`src/rtl/fetch_ctrl_pkg.sv`:
```
// Shared types and constants for the instruction-fetch sequencer.
package fetch_ctrl_pkg;

    localparam int          XLEN_DEF      = 32;
    localparam logic [31:0] RESET_VEC_DEF = 32'h0000_0000;
    localparam int          INST_W        = 32;

    // FAULT is only reachable when the alignment checker is built in
    typedef enum logic [2:0] {
        IDLE  = 3'd0,
        REQ   = 3'd1,
        WAIT  = 3'd2,
        FLUSH = 3'd3,
        FAULT = 3'd4
    } fetch_state_t;

endpackage

```
`src/rtl/fetch_ctrl_if.sv`:
```
// Instruction-memory request/response bus between the fetch sequencer and imem.
interface fetch_ctrl_if
    import fetch_ctrl_pkg::*;
#(
    parameter int XLEN = XLEN_DEF
);

    logic              imem_req_o;
    logic [XLEN-1:0]   imem_addr_o;
    logic              imem_gnt_i;
    logic              imem_rvalid_i;
    logic [INST_W-1:0] imem_rdata_i;

    modport master (
        output imem_req_o,
        output imem_addr_o,
        input  imem_gnt_i,
        input  imem_rvalid_i,
        input  imem_rdata_i
    );

    modport slave (
        input  imem_req_o,
        input  imem_addr_o,
        output imem_gnt_i,
        output imem_rvalid_i,
        output imem_rdata_i
    );

endinterface

```
`src/rtl/fetch_ctrl_out_reg.sv`:
```
// One-entry holding register that presents a fetched instruction to decode.
// kill beats capture, capture beats consume.
module fetch_ctrl_out_reg
    import fetch_ctrl_pkg::*;
#(
    parameter int XLEN = XLEN_DEF
) (
    input  logic              clk,
    input  logic              rst,
    input  logic              capture,
    input  logic              consume,
    input  logic              kill,
    input  logic [INST_W-1:0] cap_inst,
    input  logic [XLEN-1:0]   cap_pc,
    output logic              valid,
    output logic [INST_W-1:0] inst,
    output logic [XLEN-1:0]   pc
);

    // Hold, load, or drop the single buffered instruction
    always_ff @(posedge clk) begin
        if (rst) begin
            valid <= 1'b0;
            inst  <= '0;
            pc    <= '0;
        end else if (kill) begin
            valid <= 1'b0;
        end else if (capture) begin
            valid <= 1'b1;
            inst  <= cap_inst;
            pc    <= cap_pc;
        end else if (consume) begin
            valid <= 1'b0;
        end
    end

endmodule

```
`src/rtl/fetch_ctrl.sv`:
```
// Instruction-fetch sequencer: owns the PC, issues one outstanding imem request
// at a time and hands responses to decode through a one-entry output register.
// Optional macro FETCH_CTRL_ALIGN_CHK_EN adds misaligned-redirect detection
// (fault_o port and FAULT state); without it the low two target bits are dropped.
module fetch_ctrl
    import fetch_ctrl_pkg::*;
#(
    parameter int              XLEN      = XLEN_DEF,
    parameter logic [XLEN-1:0] RESET_VEC = XLEN'(RESET_VEC_DEF)
) (
    input  logic              clk,
    input  logic              rst,
    input  logic              redirect_i,
    input  logic [XLEN-1:0]   redirect_pc_i,
    input  logic              stall_i,
    output logic              inst_valid_o,
    output logic [INST_W-1:0] inst_o,
    output logic [XLEN-1:0]   inst_pc_o,
`ifdef FETCH_CTRL_ALIGN_CHK_EN
    output logic              fault_o,
`endif
    fetch_ctrl_if.master      imem
);

    fetch_state_t    state_q;
    fetch_state_t    state_d;
    logic [XLEN-1:0] pc_q;
    logic [XLEN-1:0] pc_d;
    logic [XLEN-1:0] target;
    logic            can_issue;
    logic            req;
    logic            consume;
    logic            capture;
    logic            kill;

`ifdef FETCH_CTRL_ALIGN_CHK_EN
    logic            fault_q;
    logic            fault_d;
    logic            misaligned;

    assign target     = redirect_pc_i;
    assign misaligned = |redirect_pc_i[1:0];
    assign fault_o    = fault_q;
`else
    assign target     = redirect_pc_i & ~XLEN'(3);
`endif

    // A new request may only go out if the output slot is free by the next edge
    assign can_issue = ~inst_valid_o | ~stall_i;
    assign consume   = inst_valid_o & ~stall_i;
    assign req       = (state_q == REQ) & can_issue;

    assign imem.imem_req_o  = req;
    assign imem.imem_addr_o = pc_q;

    // Next-state, next-PC and output-register control; redirects override all
    always_comb begin
        state_d = state_q;
        pc_d    = pc_q;
        capture = 1'b0;
        kill    = 1'b0;
`ifdef FETCH_CTRL_ALIGN_CHK_EN
        fault_d = fault_q;
`endif
        case (state_q)
            IDLE: state_d = REQ;
            REQ: begin
                if (req && imem.imem_gnt_i) begin
                    state_d = WAIT;
                end
            end
            WAIT: begin
                if (imem.imem_rvalid_i) begin
                    capture = 1'b1;
                    pc_d    = pc_q + XLEN'(4);
                    state_d = REQ;
                end
            end
            FLUSH: begin
                if (imem.imem_rvalid_i) begin
                    state_d = REQ;
                end
            end
`ifdef FETCH_CTRL_ALIGN_CHK_EN
            FAULT: state_d = FAULT;
`endif
            default: state_d = IDLE;
        endcase

        if (redirect_i) begin
            kill    = 1'b1;
            capture = 1'b0;
            pc_d    = target;
            case (state_q)
                WAIT:    state_d = imem.imem_rvalid_i ? REQ : FLUSH;
                REQ:     state_d = (req && imem.imem_gnt_i) ? FLUSH : REQ;
                FLUSH:   state_d = imem.imem_rvalid_i ? REQ : FLUSH;
                default: state_d = REQ;
            endcase
`ifdef FETCH_CTRL_ALIGN_CHK_EN
            if (misaligned) begin
                state_d = FAULT;
                fault_d = 1'b1;
            end else begin
                fault_d = 1'b0;
            end
`endif
        end
    end

    // State and PC registers
    always_ff @(posedge clk) begin
        if (rst) begin
            state_q <= IDLE;
            pc_q    <= RESET_VEC;
        end else begin
            state_q <= state_d;
            pc_q    <= pc_d;
        end
    end

`ifdef FETCH_CTRL_ALIGN_CHK_EN
    // Sticky misalignment flag, cleared by reset or an aligned redirect
    always_ff @(posedge clk) begin
        if (rst) begin
            fault_q <= 1'b0;
        end else begin
            fault_q <= fault_d;
        end
    end
`endif

    fetch_ctrl_out_reg #(
        .XLEN (XLEN)
    ) u_out_reg (
        .clk      (clk),
        .rst      (rst),
        .capture  (capture),
        .consume  (consume),
        .kill     (kill),
        .cap_inst (imem.imem_rdata_i),
        .cap_pc   (pc_q),
        .valid    (inst_valid_o),
        .inst     (inst_o),
        .pc       (inst_pc_o)
    );

endmodule
```
`src/flat_wrapper.sv`:
```
// flat-port wrapper written by rule: the top's interface ports become plain ports
module fetch_ctrl_flat import fetch_ctrl_pkg::*;
#(
    parameter int              XLEN      = XLEN_DEF,
    parameter logic [XLEN-1:0] RESET_VEC = XLEN'(RESET_VEC_DEF)
)
  (clk, rst, redirect_i, redirect_pc_i, stall_i, inst_valid_o, inst_o, inst_pc_o, imem_imem_req_o, imem_imem_addr_o, imem_imem_gnt_i, imem_imem_rvalid_i, imem_imem_rdata_i);
  fetch_ctrl_if #(.XLEN(XLEN)) imem_i ();
  input  logic clk;
  input  logic rst;
  input  logic redirect_i;
  input  logic [XLEN-1:0] redirect_pc_i;
  input  logic stall_i;
  output logic inst_valid_o;
  output logic [INST_W-1:0] inst_o;
  output logic [XLEN-1:0] inst_pc_o;
  output wire logic [$bits(imem_i.imem_req_o)-1:0] imem_imem_req_o;
  output wire logic [$bits(imem_i.imem_addr_o)-1:0] imem_imem_addr_o;
  input wire logic [$bits(imem_i.imem_gnt_i)-1:0] imem_imem_gnt_i;
  input wire logic [$bits(imem_i.imem_rvalid_i)-1:0] imem_imem_rvalid_i;
  input wire logic [$bits(imem_i.imem_rdata_i)-1:0] imem_imem_rdata_i;
  assign imem_imem_req_o = imem_i.imem_req_o;
  assign imem_imem_addr_o = imem_i.imem_addr_o;
  assign imem_i.imem_gnt_i = imem_imem_gnt_i;
  assign imem_i.imem_rvalid_i = imem_imem_rvalid_i;
  assign imem_i.imem_rdata_i = imem_imem_rdata_i;
  fetch_ctrl #(.XLEN(XLEN), .RESET_VEC(RESET_VEC)) u_core (.clk(clk), .rst(rst), .redirect_i(redirect_i), .redirect_pc_i(redirect_pc_i), .stall_i(stall_i), .inst_valid_o(inst_valid_o), .inst_o(inst_o), .inst_pc_o(inst_pc_o), .imem(imem_i));
endmodule
```
`config.mk`:
```
export PLATFORM = sky130hd
export DESIGN_NAME = fetch_ctrl_flat
export DESIGN_NICKNAME = d
export VERILOG_FILES = /design/src/rtl/fetch_ctrl_pkg.sv /design/src/rtl/fetch_ctrl_if.sv /design/src/rtl/fetch_ctrl_out_reg.sv /design/src/rtl/fetch_ctrl.sv /design/src/flat_wrapper.sv
export SDC_FILE = /design/constraint.sdc
export NUM_CORES = 1
export LEC_CHECK = 0
export ABC_CLOCK_PERIOD_IN_PS = 2400
export BUFFER_PORTS_ARGS = -buffer_cell sky130_fd_sc_hd__buf_2
export CORE_MARGIN = 1.5
export CORE_UTILIZATION = 43
export CTS_BUF_LIST = sky130_fd_sc_hd__clkbuf_2
export DETAILED_ROUTE_END_ITERATION = 16
export PLACE_DENSITY_LB_ADDON = 0.2
export SYNTH_ARGS = -nofsm -noshare
export SYNTH_HDL_FRONTEND = slang
export SYNTH_SLANG_ARGS = --single-unit
```
`constraint.sdc`:
```
create_clock -name clk -period 2.4 [get_ports clk]
set_input_delay 0.24 -clock clk [delete_from_list [all_inputs] [get_ports clk]]
set_output_delay 0.24 -clock clk [all_outputs]
set_load 0.03 [all_outputs]
```
After elaboration in Yosys (flattened, before gate mapping)
Cells that the tools add are included.
{"block": "totals", "ff_bits": 100, "input_bits": 70, "output_inout_bits": 98, "wordCells": 46}
{"block": "classes", "n_addsub": 1, "eq_ne": 5, "mux": 16, "bitwise_logic": 6, "n_reduce_logical": 12}
{"op": "$mux 32", "count": 3}
{"op": "$add 32x3->32 const B", "count": 1}
{"op": "$mux 3", "count": 3}
{"op": "$pmux 3 s3", "count": 1}
{"op": "$reduce_and 2->1", "count": 4}
{"op": "$eq 3x2->1 const B", "count": 2}
{"op": "$mux 1", "count": 6}
{"op": "$pmux 3 s2", "count": 1}
{"op": "$reduce_bool 2->1", "count": 3}
{"op": "$reduce_or 2->1", "count": 3}
{"op": "$mux 2", "count": 2}
{"op": "$eq 3x1->1 const B", "count": 1}
{"op": "$logic_not 3->1", "count": 1}
{"op": "$ne 3x1->1 const B", "count": 1}
{"op": "$ne 3x3->1 const B", "count": 1}
{"op": "$not 1->1", "count": 3}
{"op": "$and 1x1->1", "count": 2}
{"op": "$logic_and 1x1->1", "count": 1}
{"op": "$or 1x1->1", "count": 1}

Depth between registers and ports, before layout
Gate-level depths: netlist of run 1.
{"block": "logic_depth", "depth_word": 7, "depth_mapped": 6, "ltp_nobuf": 5}

Hierarchy
Synthesis of run 1 repeated with hierarchy kept, for this count alone.
{"block": "unflattened", "hier_cells": 542, "hier_area_um2": 5272.6}
{"module": "fetch_ctrl_out_reg", "instances": 1, "cells_each": 296, "area_each_um2": 3268.1, "seq_area_each_um2": 1301.2}
{"module": "fetch_ctrl", "instances": 1, "cells_each": 246, "area_each_um2": 2004.4, "seq_area_each_um2": 640.6}

Worst setup path before layout of run 1
Ideal clock, no wire load.
{"block": "synth_path", "kind": "flip-flop to flip-flop", "start": "register u_core.pc_q[4], in the netlist u_core.imem.imem_addr_o[4]", "end": "register u_core.pc_q[21], in the netlist u_core.imem.imem_addr_o[21]", "arrival_ns": 2.174, "slack_ns": 0.135, "stages_incl_launch_ff": 6, "n_path_buf": 1, "synth_period_minus_slack_ns": 2.265, "path_cell_list": "dfxtp_1 -> nand4b_2 -> or4_4 -> buf_6 -> or4_1 -> a311oi_1"}
{"block": "synth_between", "elab_chain_cells": 4}
{"item": "from (decl)", "line_no": "fetch_ctrl.sv:27", "text": "logic [XLEN-1:0] pc_q;"}
{"item": "from (signal assigned)", "line_no": "fetch_ctrl.sv:118", "text": "pc_q <= pc_d;"}
{"item": "$add 32x3->32", "line_no": "fetch_ctrl.sv:75", "text": "pc_d = pc_q + XLEN'(4);"}
{"item": "$mux 32", "line_no": "fetch_ctrl.sv:73", "text": "if (imem.imem_rvalid_i) begin"}
{"item": "$mux 32", "line_no": "fetch_ctrl.sv:65", "text": "case (state_q)"}
{"item": "$mux 32", "line_no": "fetch_ctrl.sv:90", "text": "if (redirect_i) begin"}
No other way between the ends. The select of a mux whose other input is x is not followed.
A chain may end at the register's enable or synchronous reset.

Worst setup path after layout of run 1
{"block": "layout_path", "start": "register u_core.state_q[0]", "end": "register u_core.pc_q[27], in the netlist u_core.imem.imem_addr_o[27]"}
{"block": "layout_between", "elab_chain_cells": 3}
{"item": "from (decl)", "line_no": "fetch_ctrl.sv:25", "text": "fetch_state_t state_q;"}
{"item": "from (signal assigned)", "line_no": "fetch_ctrl.sv:117", "text": "state_q <= state_d;"}
{"item": "$eq 3x2->1", "line_no": "fetch_ctrl.sv:65"}
{"item": "$reduce_bool 2->1 (no line)"}
{"item": "$reduce_and 2->1 (no line)"}
No other way between the ends.

==> PnR_summary.wiki, run 1 <==
{| class="wikitable"
! Metric !! Value
|-
| Run status || finished, final reports clean
|-
| Diodes inserted || 0
|-
| Critical Path End Type || flip-flop
|-
| Post-layout minimum cycle time || 2280 ps
|-
| Proportion of layout cells with a drive suffix above 1 || 0.266
|-
| CP cell instances || nand4b_2, or4_2, o31a_1, or3_1
|-
| Detailed-route vias per instance || 5.24
|-
| Non-Filler Cell Area, Final || 0.00567 mm^2
|-
| Chip height || 99.9 um
|-
| Worst slew margin relative to its limit || 0.504
|-
| Area inside the core boundary || 0.00915 mm^2
|-
| Die ar. || 0.00998 mm^2
|-
| Startpoint of the worst register-to-register path || u_core.state_q[0]
|-
| Antenna-violating nets left || 0
|-
| Clock tree from TritonCTS || done
|-
| Reg-to-Reg End || u_core.imem.imem_addr_o[27]
|-
| Via count of the first global-routing pass || 4012
|-
| Number of vias in the routed layout || 4408
|-
| Layout Skew || 14.9 ps
|-
| Leading post-synthesis cells by cell area || sky130_fd_sc_hd__dfxtp_1 (47%), sky130_fd_sc_hd__nand2_1 (13%), sky130_fd_sc_hd__a21oi_1 (8.4%)
|-
| Cell Area, Synth || 0.00404 mm^2
|-
| Cell type with the largest total area after synthesis || sky130_fd_sc_hd__dfxtp_1
|-
| Number of cells on the critical path || 4
|-
| Number of sinks driven by the clock tree || 95
|-
| Critical setup path kind || flip-flop to flip-flop
|-
| Critical Path Source || u_core.state_q[0]
|-
| Residual DRC || 0
|-
| Num ports || 168
|-
| # setup viols final || 0
|-
| Final-layout fill cell count || 814
|-
| Commonest register cell after synthesis || sky130_fd_sc_hd__dfxtp_1
|-
| Worst-case reg-to-reg path depth || 4
|-
| Final RePlAce weighted congestion || 0.807
|-
| Port Buffers || 161
|-
| DP Wirelength || 7480 um
|-
| Horizontal die dimension || 99.9 um
|-
| Portion of the post-synthesis area used by sequential elements || 0.471
|-
| Critical Path Fanout Max || 8
|-
| XOR/XNOR share of the synthesized area || 0.0152
|-
| Pin count of the biggest net entering global routing || 72
|-
| Post-Place Cells || 759
|-
| Synth Area in Simple Gates || 0.277
|-
| Fin Setup TNS || 0 ps
|-
| Dominant combinational cell family by area after synthesis || simple AND/OR/NAND/NOR gates
|-
| Data required time of the critical path || 2880 ps
|-
| Fraction of post-synthesis cell area in the top cell type by area || 0.471
|-
| Detailed Route Iter0 Violations || 214
|-
| Number of different library cells in the post-synthesis netlist || 41
|-
| Average routed wire per standard cell || 14.2 um
|-
| Tightest Pin Transition || 744 ps
|-
| Cell class contributing the biggest share of worst-path delay || simple AND/OR/NAND/NOR gates
|-
| Slowest stage cell on the critical path || sky130_fd_sc_hd__or4_2
|-
| Setup slack of the worst register-to-register path || 120 ps
|-
| Number of storage elements in the synthesis netlist || 95
|-
| Number of stages on the worst hold path || 5
|-
| Yosys warning count || 0
|-
| Power per standard cell area || 498 mW/mm^2
|-
| Post-synthesis share of cell area spent on full adders, half adders and majority gates || 0.00310
|-
| Hold WC Path Type || input pin to flip-flop
|-
| Post-CTS setup buffers || 0
|-
| Worst skew pair latency || 550 ps
|-
| TritonCTS buffer count || 9
|-
| Origin of the worst min-delay path || redirect_pc_i[28]
|-
| Initial core utilization || 0.441
|-
| Final hold violation count || 0
|-
| Combined global-route utilization of all metal layers || 0.230
|-
| Mux contribution to synthesized area || 0.00248
|-
| Cell at the root of the clock tree || sky130_fd_sc_hd__clkbuf_2
|-
| Number of search-and-repair iterations in the first detailed-routing pass || 5
|-
| Post-Synthesis Mean Instance Area || 7.85 um^2
|-
| H-tree depth reported by CTS || 3
|-
| Row Count || 35
|-
| Area Overhead vs Synth || 40.6%
|-
| Max IR drop VDD || 0.311 mV
|-
| Buffer levels on the longest clock path || 2
|-
| Buf/Inv on CP || 0
|-
| Global-route wire length before repair || 18700 um
|-
| Startpoint Class || flip-flop
|-
| Total routed wirelength || 11900 um
|-
| Clock input transition at the sequential cells of the worst setup and hold paths || 260 ps
|-
| Standby leakage power || 0.00238 uW
|-
| Synthesized instance count || 514
|-
| Net total in the final layout || 796
|-
| Fraction of the mapped netlist area in compound gates || 0.180
|-
| Antenna violations before repair || 0
|-
| Remaining global-route overflow || 0
|-
| FFs w/ async S/R, synth || 0
|-
| Final worst-path cycle share || 0.949
|-
| Count of final max-slew check failures || 0
|-
| Worst min-delay path endpoint || u_core.imem.imem_addr_o[28]
|-
| EDFF count, synth || 0
|-
| Fmax || 439 MHz
|-
| Data arrival time of the worst path || 2750 ps
|-
| Largest stage delay, worst path || 790 ps
|-
| Finished Layout Cells || 841
|-
| Max-cap viol count || 0
|-
| Setup repair after global routing missed its margin || false
|-
| Placed Instance Area || 0.00492 mm^2
|}
## power breakdown
part           switching [uW]  internal, uW  total [uW]
registers                60.4          1630        1690
logic                     248           197         445
clock network             551           143         694
## worst min-delay path, cell delays in order
cell                      delay, ps
sky130_fd_sc_hd__buf_2           70
sky130_fd_sc_hd__nand2_1         50
sky130_fd_sc_hd__nor2_1          80
sky130_fd_sc_hd__a21oi_1         50
sky130_fd_sc_hd__nand3_1         70
## cell type report
type | instances | area (um^2) | area share
inverter | 8 | 30.0 | 0.00529
sequential | 95 | 1900 | 0.335
tap | 111 | 139 | 0.0245
timing repair buffer | 235 | 1540 | 0.271
clock inverter | 6 | 45.0 | 0.00794
multi-input combinational | 376 | 1970 | 0.347
clock buffer | 10 | 50.0 | 0.00882
## worst max-delay path by stage
stage	slack [ps]	end
5_1_grt	30	u_core.imem.imem_addr_o[29]
3_5_place_dp	180	u_core.imem.imem_addr_o[25]
2_1_floorplan	140	u_core.imem.imem_addr_o[21]
4_1_cts	110	u_core.imem.imem_addr_o[29]
6_report	120	u_core.imem.imem_addr_o[27]
3_3_place_gp	250	u_core.imem.imem_addr_o[21]
## cell usage after synthesis, types with 2 or more instances
| cell | instances |
|---|---|
| sky130_fd_sc_hd__nand2b_1 | 3 |
| sky130_fd_sc_hd__or4_1 | 7 |
| sky130_fd_sc_hd__a21oi_1 | 68 |
| sky130_fd_sc_hd__buf_1 | 2 |
| sky130_fd_sc_hd__buf_4 | 4 |
| sky130_fd_sc_hd__a2111oi_1 | 2 |
| sky130_fd_sc_hd__nor2b_1 | 2 |
| sky130_fd_sc_hd__and4_1 | 4 |
| sky130_fd_sc_hd__and3_1 | 4 |
| sky130_fd_sc_hd__o21a_1 | 2 |
| sky130_fd_sc_hd__o31a_1 | 3 |
| sky130_fd_sc_hd__a211oi_1 | 9 |
| sky130_fd_sc_hd__nor4_1 | 4 |
| sky130_fd_sc_hd__nor2_1 | 32 |
| sky130_fd_sc_hd__nor3b_1 | 3 |
| sky130_fd_sc_hd__nand4_1 | 9 |
| sky130_fd_sc_hd__dfxtp_1 | 95 |
| sky130_fd_sc_hd__inv_1 | 8 |
| sky130_fd_sc_hd__clkbuf_1 | 33 |
| sky130_fd_sc_hd__o41a_1 | 2 |
| sky130_fd_sc_hd__xnor2_1 | 5 |
| sky130_fd_sc_hd__o21ai_0 | 12 |
| sky130_fd_sc_hd__nand2_1 | 138 |
| sky130_fd_sc_hd__nor3_1 | 6 |
| sky130_fd_sc_hd__and2_1 | 2 |
| sky130_fd_sc_hd__or3_1 | 13 |
| sky130_fd_sc_hd__xor2_1 | 2 |
| sky130_fd_sc_hd__a311oi_1 | 14 |
| sky130_fd_sc_hd__o31ai_1 | 6 |
| sky130_fd_sc_hd__nand3_1 | 9 |
## logic make-up after synthesis
family | after synthesis
mux | 1
buf+inv | 48
fa+ha+maj | 1
flops | 95
compound gates | 119
simple gates | 242
other cells | 1
xor+xnor | 7
## layer usage
metal  part of all wire  GRT usage
met1               0.42      0.289
met2               0.49      0.368
met3              0.054     0.0536
met4              0.036      0.119
met5                  0          0
## flip-flops by register name, summed over array words and instances, names as in the netlist
name / flops
u_core.u_out_reg.inst: 32
u_core.imem.imem_addr_o: 30
u_core.u_out_reg.pc: 30
u_core.state_q: 2
u_core.u_out_reg.valid: 1
## stage by stage
stage                util  setup WS [ps]  hold slack [ps]  power (uW)
finish              0.620            122             37.6        2830
global route        0.620           32.6             41.8        2970
CTS                 0.618            110             8.57        2850
detailed placement  0.538            176              443        2070
global placement    0.538            245              439        2070
floorplan               -            135              376        1930
## cells in the final DEF, fill, tap and decap left out, types with 5 or more instances in the layout
cell / Yosys / final
sky130_fd_sc_hd__buf_2: 0 / 160
sky130_fd_sc_hd__nand2_1: 138 / 138
sky130_fd_sc_hd__dfxtp_1: 95 / 94
sky130_fd_sc_hd__a21oi_1: 68 / 68
sky130_fd_sc_hd__dlygate4sd3_1: 0 / 64
sky130_fd_sc_hd__nor2_1: 32 / 31
sky130_fd_sc_hd__a311oi_1: 14 / 14
sky130_fd_sc_hd__or3_1: 13 / 13
sky130_fd_sc_hd__o21ai_0: 12 / 12
sky130_fd_sc_hd__clkbuf_2: 0 / 10
sky130_fd_sc_hd__buf_4: 4 / 10
sky130_fd_sc_hd__nand4_1: 9 / 9
sky130_fd_sc_hd__nand3_1: 9 / 9
sky130_fd_sc_hd__a211oi_1: 9 / 9
sky130_fd_sc_hd__inv_1: 8 / 8
sky130_fd_sc_hd__or4_1: 7 / 7
sky130_fd_sc_hd__o31ai_1: 6 / 6
sky130_fd_sc_hd__nor3_1: 6 / 6
sky130_fd_sc_hd__xnor2_1: 5 / 5
## what timing repair did
action	4_1_cts	5_1_grt
setup endpoints to repair	0	3
resized for setup	0	1
hold endpoints to repair	63	0
hold buffers	64	0
No activity file was read; power rests on OpenSTA's default activity.
==> run 2, diff against run 1 <==
--- a/config.mk
+++ b/config.mk
@@ -6,9 +6,10 @@
 export NUM_CORES = 1
 export LEC_CHECK = 0
 export ABC_CLOCK_PERIOD_IN_PS = 2400
-export BUFFER_PORTS_ARGS = -buffer_cell sky130_fd_sc_hd__buf_2
+export BUFFER_PORTS_ARGS = -buffer_cell sky130_fd_sc_hd__clkbuf_2
+export CORE_ASPECT_RATIO = 1.5
 export CORE_MARGIN = 1.5
-export CORE_UTILIZATION = 43
+export CORE_UTILIZATION = 50
 export CTS_BUF_LIST = sky130_fd_sc_hd__clkbuf_2
 export DETAILED_ROUTE_END_ITERATION = 16
 export PLACE_DENSITY_LB_ADDON = 0.2
==> run 2 against run 1 <==
  * Register-to-register slack better by 40 ps
  * Core utilization is 8.8 points higher
  * Combinational power barely moved
  * Die area is 13% lower
  * Flip-flop and latch count stayed put
  * Count of clock-buffer cells in the layout did not move
  * Clock skew increased by 1.8 ps
  * Global-route usage is 5.7 points higher
  * Worst setup slack better by 39 ps
  * Final area down 1.3%
  * Non-clock buffer count fell by 4
  * Critical endpoint is now u_core.imem.imem_addr_o[25]
==> PnR_summary.wiki, run 2 (same netlist as run 1, synthesis figures left out) <==
{| class="wikitable"
! Metric !! Value
|-
| Run status || finished, final reports clean
|-
| Detailed-route vias per instance || 5.37 (+2.4%)
|-
| Combined global-route utilization of all metal layers || 0.287 (+0.0566)
|-
| Sequential share of power || 0.618 (+0.021)
|-
| Post-CTS setup buffers || 0 (unchanged)
|-
| Die ar. || 0.00863 mm^2 (-13%)
|-
| Global-route wire length before repair || 20000 um (+7.2%)
|-
| Number of vias in the routed layout || 4428 (+0.45%)
|-
| Max IR drop VDD || 0.392 mV (+26%)
|-
| Final worst-path cycle share || 0.933 (-0.0162)
|-
| Fin Setup TNS || 0 ps (unchanged)
|-
| Count of final max-slew check failures || 0 (unchanged)
|-
| Num ports || 168 (unchanged)
|-
| Highest-count cells in the layout ignoring fill and taps || sky130_fd_sc_hd__clkbuf_2 (170), sky130_fd_sc_hd__nand2_1 (138), sky130_fd_sc_hd__dfxtp_1 (94)
|-
| Hold WC Path Type || input pin to flip-flop
|-
| Worst skew pair latency || 550 ps (about the same)
|-
| Post-Place Cells || 748 (-1.4%)
|-
| Switching component of the power || 799 uW (-7.0%)
|-
| Standby leakage power || 0.00229 uW (-3.6%)
|-
| Power per standard cell area || 488 mW/mm^2 (-2.0%)
|-
| Clock tree from TritonCTS || done
|-
| Total routed wirelength || 12100 um (+1.3%)
|-
| Startpoint Class || flip-flop
|-
| Final RePlAce weighted congestion || 0.838 (+3.8%)
|-
| Port Buffers || 161 (unchanged)
|-
| Horizontal die dimension || 76.4 um (-24%)
|-
| Proportion of layout cells with a drive suffix above 1 || 0.254 (-0.0116)
|-
| Top reg by flops || u_core.u_out_reg.inst
|-
| Net switching share of the total power || 0.292 (-0.0117)
|-
| Area Overhead vs Synth || 38.8%
|-
| Diodes inserted || 0 (unchanged)
|-
| Slowest stage cell on the critical path || sky130_fd_sc_hd__or4_4
|-
| Antenna violations before repair || 0 (unchanged)
|-
| Buffer levels on the longest clock path || 2 (unchanged)
|-
| Area inside the core boundary || 0.00791 mm^2 (-14%)
|-
| Max-cap viol count || 0 (unchanged)
|-
| Clock input transition at the sequential cells of the worst setup and hold paths || 220 ps (-40 ps)
|-
| Total area of sequential cells || 0.00190 mm^2 (unchanged)
|-
| Power share of the clock group || 0.220 (-0.026)
|-
| TritonCTS buffer count || 9 (unchanged)
|-
| Chip height || 113 um (+13%)
|-
| Fmax || 447 MHz (+1.7%)
|-
| Layout Skew || 16.7 ps (+1.80 ps)
|-
| Multi-input logic area || 0.00195 mm^2 (-0.89%)
|-
| Initial core utilization || 0.510 (+0.0694)
|-
| Remaining global-route overflow || 0 (unchanged)
|-
| Largest stage delay, worst path || 710 ps (-80 ps)
|-
| Pin count of the biggest net entering global routing || 72 (unchanged)
|-
| Number of sinks driven by the clock tree || 95 (unchanged)
|-
| Average routed wire per standard cell || 14.7 um (+3.3%)
|-
| Comb power frac || 0.162 (+0.005)
|-
| Residual DRC || 0 (unchanged)
|-
| H-tree depth reported by CTS || 3 (unchanged)
|-
| CP cell instances || nand4b_2, or4_4, or4_1, a311oi_1
|-
| Critical Path End Type || flip-flop
|-
| Data required time of the critical path || 2870 ps (about the same)
|-
| Via count of the first global-routing pass || 4223 (+5.3%)
|-
| Final-layout fill cell count || 668 (-18%)
|-
| Final hold violation count || 0 (unchanged)
|-
| Internal power of the cells || 1940 uW (-1.6%)
|-
| Net total in the final layout || 790 (-0.75%)
|-
| Tightest Pin Transition || 732 ps (-12.8 ps)
|-
| Data arrival time of the worst path || 2710 ps (-40 ps)
|-
| Detailed Route Iter0 Violations || 200 (-6.5%)
|-
| DP Wirelength || 7650 um (+2.2%)
|-
| Worst slew margin relative to its limit || 0.512 (+0.00852)
|-
| Post-layout minimum cycle time || 2240 ps (-39.0 ps)
|-
| Leading cell type in the layout, fill and taps excluded || sky130_fd_sc_hd__clkbuf_2
|-
| Number of search-and-repair iterations in the first detailed-routing pass || 4 (-1)
|-
| Critical setup path kind || flip-flop to flip-flop
|-
| Critical Path Fanout Max || 21 (+13)
|-
| Cell at the root of the clock tree || sky130_fd_sc_hd__clkbuf_2
|-
| Row Count || 40 (+14%)
|-
| Antenna-violating nets left || 0 (unchanged)
|-
| Setup repair after global routing missed its margin || false
|-
| # setup viols final || 0 (unchanged)
|-
| Finished Layout Cells || 825 (-1.9%)
|-
| Number of flip-flops in the largest register || 32 (unchanged)
|}
run 2: cell types whose count changed in the layout (fill, tap and decap cells not counted), sizes merged:
cell	change
buf	-165
clkbuf	+160
clkinv	-1
clkinvlp	-2
dlygate4sd3	+1
inv	-1
or4	-2
run 2: path summary, 6_finish.rpt:
path                                           startpoint                           to  slack (ps)  cells past startpoint
worst max-delay path                    u_core.state_q[1]  u_core.imem.imem_addr_o[25]         160                      4
worst min-delay path                   imem_imem_rvalid_i            u_core.state_q[0]          70                      3
worst max register to register          u_core.state_q[1]  u_core.imem.imem_addr_o[25]         160                      4
worst min register to register  u_core.u_out_reg.inst[25]    u_core.u_out_reg.inst[25]         470                      2
run 2: repair_timing:
action                                  in CTS  in global routing
endpoints found under the hold margin       64                  0
resized for setup                            0                  1
endpoints found under the setup margin       0                  1
hold buffers                                65                  0
run 2: layout make-up:
class / count / area share
timing repair buffer: 231 / 0.272
tap: 105 / 0.0235
sequential: 95 / 0.340
inverter: 8 / 0.00536
clock inverter: 2 / 0.00223
clock buffer: 10 / 0.00893
multi-input combinational: 374 / 0.349
run 2: worst max-delay path, delay by kind of cell, from the launching register on:
kind,cells,cell delay [ps]
AND/OR/NAND/NOR,3,1440
flip-flops,1,470
AO/OA/AOI/OAI,1,250
run 2: through the flow:
step / util / hold slack, ps / cell area (um^2) / power, uW / worst slack [ps]
floorplan: - / 376 / 4050 / 1930 / 135
global placement: 0.618 / 441 / 4890 / 2060 / 237
detailed placement: 0.618 / 446 / 4890 / 2070 / 169
CTS: 0.708 / 22.0 / 5600 / 2760 / 123
global route: 0.708 / 59.7 / 5600 / 2870 / 27.7
finish: 0.708 / 69.7 / 5600 / 2740 / 161
run 2: power by group through the flow:
stage / Clock, uW / Combinational (uW) / Sequential (uW)
6_report: 603 / 442 / 1690
5_1_grt: 689 / 475 / 1700
4_1_cts: 634 / 438 / 1690
3_5_place_dp: 0 / 353 / 1720
3_3_place_gp: 0 / 347 / 1720
2_1_floorplan: 0 / 145 / 1790
run 2: per-layer routing:
metal	part of all wire	wire (um)	vias up	track usage
met4	0.033	403	0	0.153
met2	0.52	6280	153	0.513
met1	0.39	4750	2057	0.320
met3	0.054	656	28	0.0548
li1	-	-	2190	-
met5	0	0	-	0
==> run 3, diff against run 2 <==
--- a/config.mk
+++ b/config.mk
@@ -7,10 +7,12 @@
 export LEC_CHECK = 0
 export ABC_CLOCK_PERIOD_IN_PS = 2400
 export BUFFER_PORTS_ARGS = -buffer_cell sky130_fd_sc_hd__clkbuf_2
+export CELL_PAD_IN_SITES_DETAIL_PLACEMENT = 1
+export CELL_PAD_IN_SITES_GLOBAL_PLACEMENT = 1
 export CORE_ASPECT_RATIO = 1.5
-export CORE_MARGIN = 1.5
-export CORE_UTILIZATION = 50
+export CORE_UTILIZATION = 35
 export CTS_BUF_LIST = sky130_fd_sc_hd__clkbuf_2
+export CTS_CLUSTER_DIAMETER = 50
 export DETAILED_ROUTE_END_ITERATION = 16
 export PLACE_DENSITY_LB_ADDON = 0.2
 export SYNTH_ARGS = -nofsm -noshare
==> run 3 against run 2 <==
  * Global-route usage fell by 5.0 points
  * Cell count increased by 6.3%
  * Critical path depth stayed put
  * Power rose by 11%
  * Wire length rose by 14%
  * Final area up 2.7%
  * Via count is 0.81% higher
  * Flip-flop and latch count did not move
  * Fmax down 1.2%
  * Count of clock-buffer cells in the layout stayed put
  * Clock power grew 50%
  * Critical path type unchanged
==> PnR_summary.wiki, run 3 (same netlist as run 1, synthesis figures left out) <==
{| class="wikitable"
! Metric !! Value
|-
| Row Count || 47 (+18%)
|-
| DP Wirelength || 8890 um (+16%)
|-
| Reg-to-Reg End || u_core.imem.imem_addr_o[25]
|-
| Run status || finished, final reports clean
|-
| Worst slew margin relative to its limit || 0.571 (+0.0590)
|-
| Fin Setup TNS || 0 ps (unchanged)
|-
| Average routed wire per standard cell || 15.7 um (+6.9%)
|-
| Num ports || 168 (unchanged)
|-
| Horizontal die dimension || 89.7 um (+17%)
|-
| Largest stage delay, worst path || 700 ps (about the same)
|-
| Startpoint Class || flip-flop
|-
| Number of vias in the routed layout || 4464 (+0.81%)
|-
| Final worst-path cycle share || 0.945 (+0.0117)
|-
| Critical Path End Type || flip-flop
|-
| Residual DRC || 0 (unchanged)
|-
| Combined global-route utilization of all metal layers || 0.237 (-0.0496)
|-
| Post-CTS setup buffers || 0 (unchanged)
|-
| Layout Skew || 34.5 ps (+17.8 ps)
|-
| Proportion of layout cells with a drive suffix above 1 || 0.260 (+0.00611)
|-
| Top reg by flops || u_core.u_out_reg.inst
|-
| Highest-count cells in the layout ignoring fill and taps || sky130_fd_sc_hd__clkbuf_2 (170), sky130_fd_sc_hd__nand2_1 (138), sky130_fd_sc_hd__dfxtp_1 (93)
|-
| Worst-case reg-to-reg path depth || 4 (unchanged)
|-
| # setup viols final || 0 (unchanged)
|-
| Diodes inserted || 0 (unchanged)
|-
| Clock tree from TritonCTS || done
|-
| Post-layout minimum cycle time || 2270 ps (+28.1 ps)
|-
| Max IR drop VDD || 0.268 mV (-32%)
|-
| Post-route worst setup slack || 133 ps (-28.1 ps)
|-
| Data arrival time of the worst path || 2760 ps (+50 ps)
|-
| Initial core utilization || 0.363 (-0.147)
|-
| Pin count of the biggest net entering global routing || 63 (-13%)
|-
| Slowest stage cell on the critical path || sky130_fd_sc_hd__or4_4
|-
| Detailed-route vias per instance || 5.09 (-5.2%)
|-
| Final RePlAce weighted congestion || 0.773 (-7.8%)
|-
| Die ar. || 0.0120 mm^2 (+39%)
|-
| Buf/Inv on CP || 0 (unchanged)
|-
| Net total in the final layout || 796 (+0.76%)
|-
| CP cell instances || nand4b_2, or4_4, or4_1, a311oi_1
|-
| Port Buffers || 161 (unchanged)
|-
| Via count of the first global-routing pass || 4670 (+11%)
|-
| TritonCTS buffer count || 9 (unchanged)
|-
| Number of cells on the critical path || 4 (unchanged)
|-
| Count of final max-slew check failures || 0 (unchanged)
|-
| Fmax || 441 MHz (-1.2%)
|-
| Max-cap viol count || 0 (unchanged)
|-
| Worst skew pair latency || 580 ps (+30 ps)
|-
| Area inside the core boundary || 0.0111 mm^2 (+41%)
|-
| Remaining global-route overflow || 0 (unchanged)
|-
| Antenna-violating nets left || 0 (unchanged)
|-
| Chip height || 134 um (+18%)
|-
| Setup slack of the worst register-to-register path || 130 ps (-30 ps)
|-
| Total area of sequential cells || 0.00190 mm^2 (about the same)
|-
| Number of flip-flops in the largest register || 32 (unchanged)
|-
| WHS || 135 ps (+65.4 ps)
|-
| Buffer levels on the longest clock path || 2 (unchanged)
|-
| Area Overhead vs Synth || 42.5%
|-
| Multi-input logic area || 0.00195 mm^2 (unchanged)
|-
| Data required time of the critical path || 2900 ps (+30 ps)
|-
| Pre-CTS WS || 124 ps (-45.5 ps)
|-
| Critical Path Source || u_core.state_q[0]
|-
| Number of search-and-repair iterations in the first detailed-routing pass || 4 (unchanged)
|-
| Critical Path Fanout Max || 21 (unchanged)
|-
| Leading cell type in the layout, fill and taps excluded || sky130_fd_sc_hd__clkbuf_2
|-
| Cell at the root of the clock tree || sky130_fd_sc_hd__clkbuf_2
|-
| Number of sinks driven by the clock tree || 95 (unchanged)
|-
| Standby leakage power || 0.00234 uW (+2.1%)
|-
| Detailed Route Iter0 Violations || 139 (-31%)
|-
| Power per standard cell area || 530 mW/mm^2 (+8.5%)
|-
| Final-layout fill cell count || 1383 (+110%)
|-
| Clock input transition at the sequential cells of the worst setup and hold paths || 250 ps (+30 ps)
|-
| Setup repair after global routing missed its margin || false
|-
| Total routed wirelength || 13700 um (+14%)
|-
| Tightest Pin Transition || 643 ps (-88.5 ps)
|-
| Critical setup path kind || flip-flop to flip-flop
|-
| Global-route wire length before repair || 22300 um (+11%)
|-
| Hold WC Path Type || input pin to flip-flop
|-
| Final hold violation count || 0 (unchanged)
|-
| Startpoint of the worst register-to-register path || u_core.state_q[0]
|-
| CP endpoint || u_core.imem.imem_addr_o[25]
|-
| Antenna violations before repair || 0 (unchanged)
|-
| Cell class contributing the biggest share of worst-path delay || simple AND/OR/NAND/NOR gates
|-
| H-tree depth reported by CTS || 3 (unchanged)
|}
==> run 3: power breakdown <==
group	switching, uW	internal, uW
registers	66.0	1630
clock network	556	345
logic	254	198
==> run 3: worst min-delay path by stage <==
stage | startpoint | to | slack, ps | cells after the start
final | redirect_i | u_core.u_out_reg.valid | 140 | 3
after global routing | rst | u_core.u_out_reg.inst[29] | 140 | 2
after CTS | redirect_i | u_core.u_out_reg.valid | 70 | 3
after detailed placement | u_core.u_out_reg.inst[29] | u_core.u_out_reg.inst[29] | 450 | 2
after global placement | u_core.u_out_reg.inst[22] | u_core.u_out_reg.inst[22] | 440 | 2
after floorplan | imem_imem_rdata_i[23] | u_core.u_out_reg.inst[23] | 380 | 2
==> run 3: routing by layer <==
layer  share of wire  track usage  vias up
met5               0            0        -
met1            0.39        0.255     2133
li1                -            -     2203
met2            0.56        0.444      109
met4           0.016       0.0811        0
met3           0.034       0.0452       19
==> run 3: what timing repair did <==
action	4_1_cts	5_1_grt
endpoints found under the hold margin	65	0
hold buffers	67	0
resized for setup	0	2
setup endpoints to repair	0	5
==> run 3: final cells by class <==
cell class                 count  share of cell area
clock inverter                 6              0.0146
inverter                       8             0.00522
sequential                    95               0.331
tap                          147              0.0320
clock buffer                  10             0.00870
multi-input combinational    374               0.340
timing repair buffer         237               0.269
==> run 3: metrics by stage <==
| stage | power, uW | area, um^2 | utilization | instances |
|---|---|---|---|---|
| 2_1_floorplan | 1930 | 4050 | - | 517 |
| 3_3_place_gp | 2070 | 4940 | 0.445 | 794 |
| 3_5_place_dp | 2080 | 4940 | 0.445 | 794 |
| 4_1_cts | 3080 | 5750 | 0.517 | 877 |
| 5_1_grt | 3180 | 5750 | 0.518 | 877 |
| 6_report | 3050 | 5750 | 0.518 | 877 |
==> run 3: worst reg2reg max path, stage by stage, from the launching register on <==
cell	delay [ps]
sky130_fd_sc_hd__dfxtp_1	410
sky130_fd_sc_hd__nand4b_2	290
sky130_fd_sc_hd__or4_4	700
sky130_fd_sc_hd__or4_1	540
sky130_fd_sc_hd__a311oi_1	270
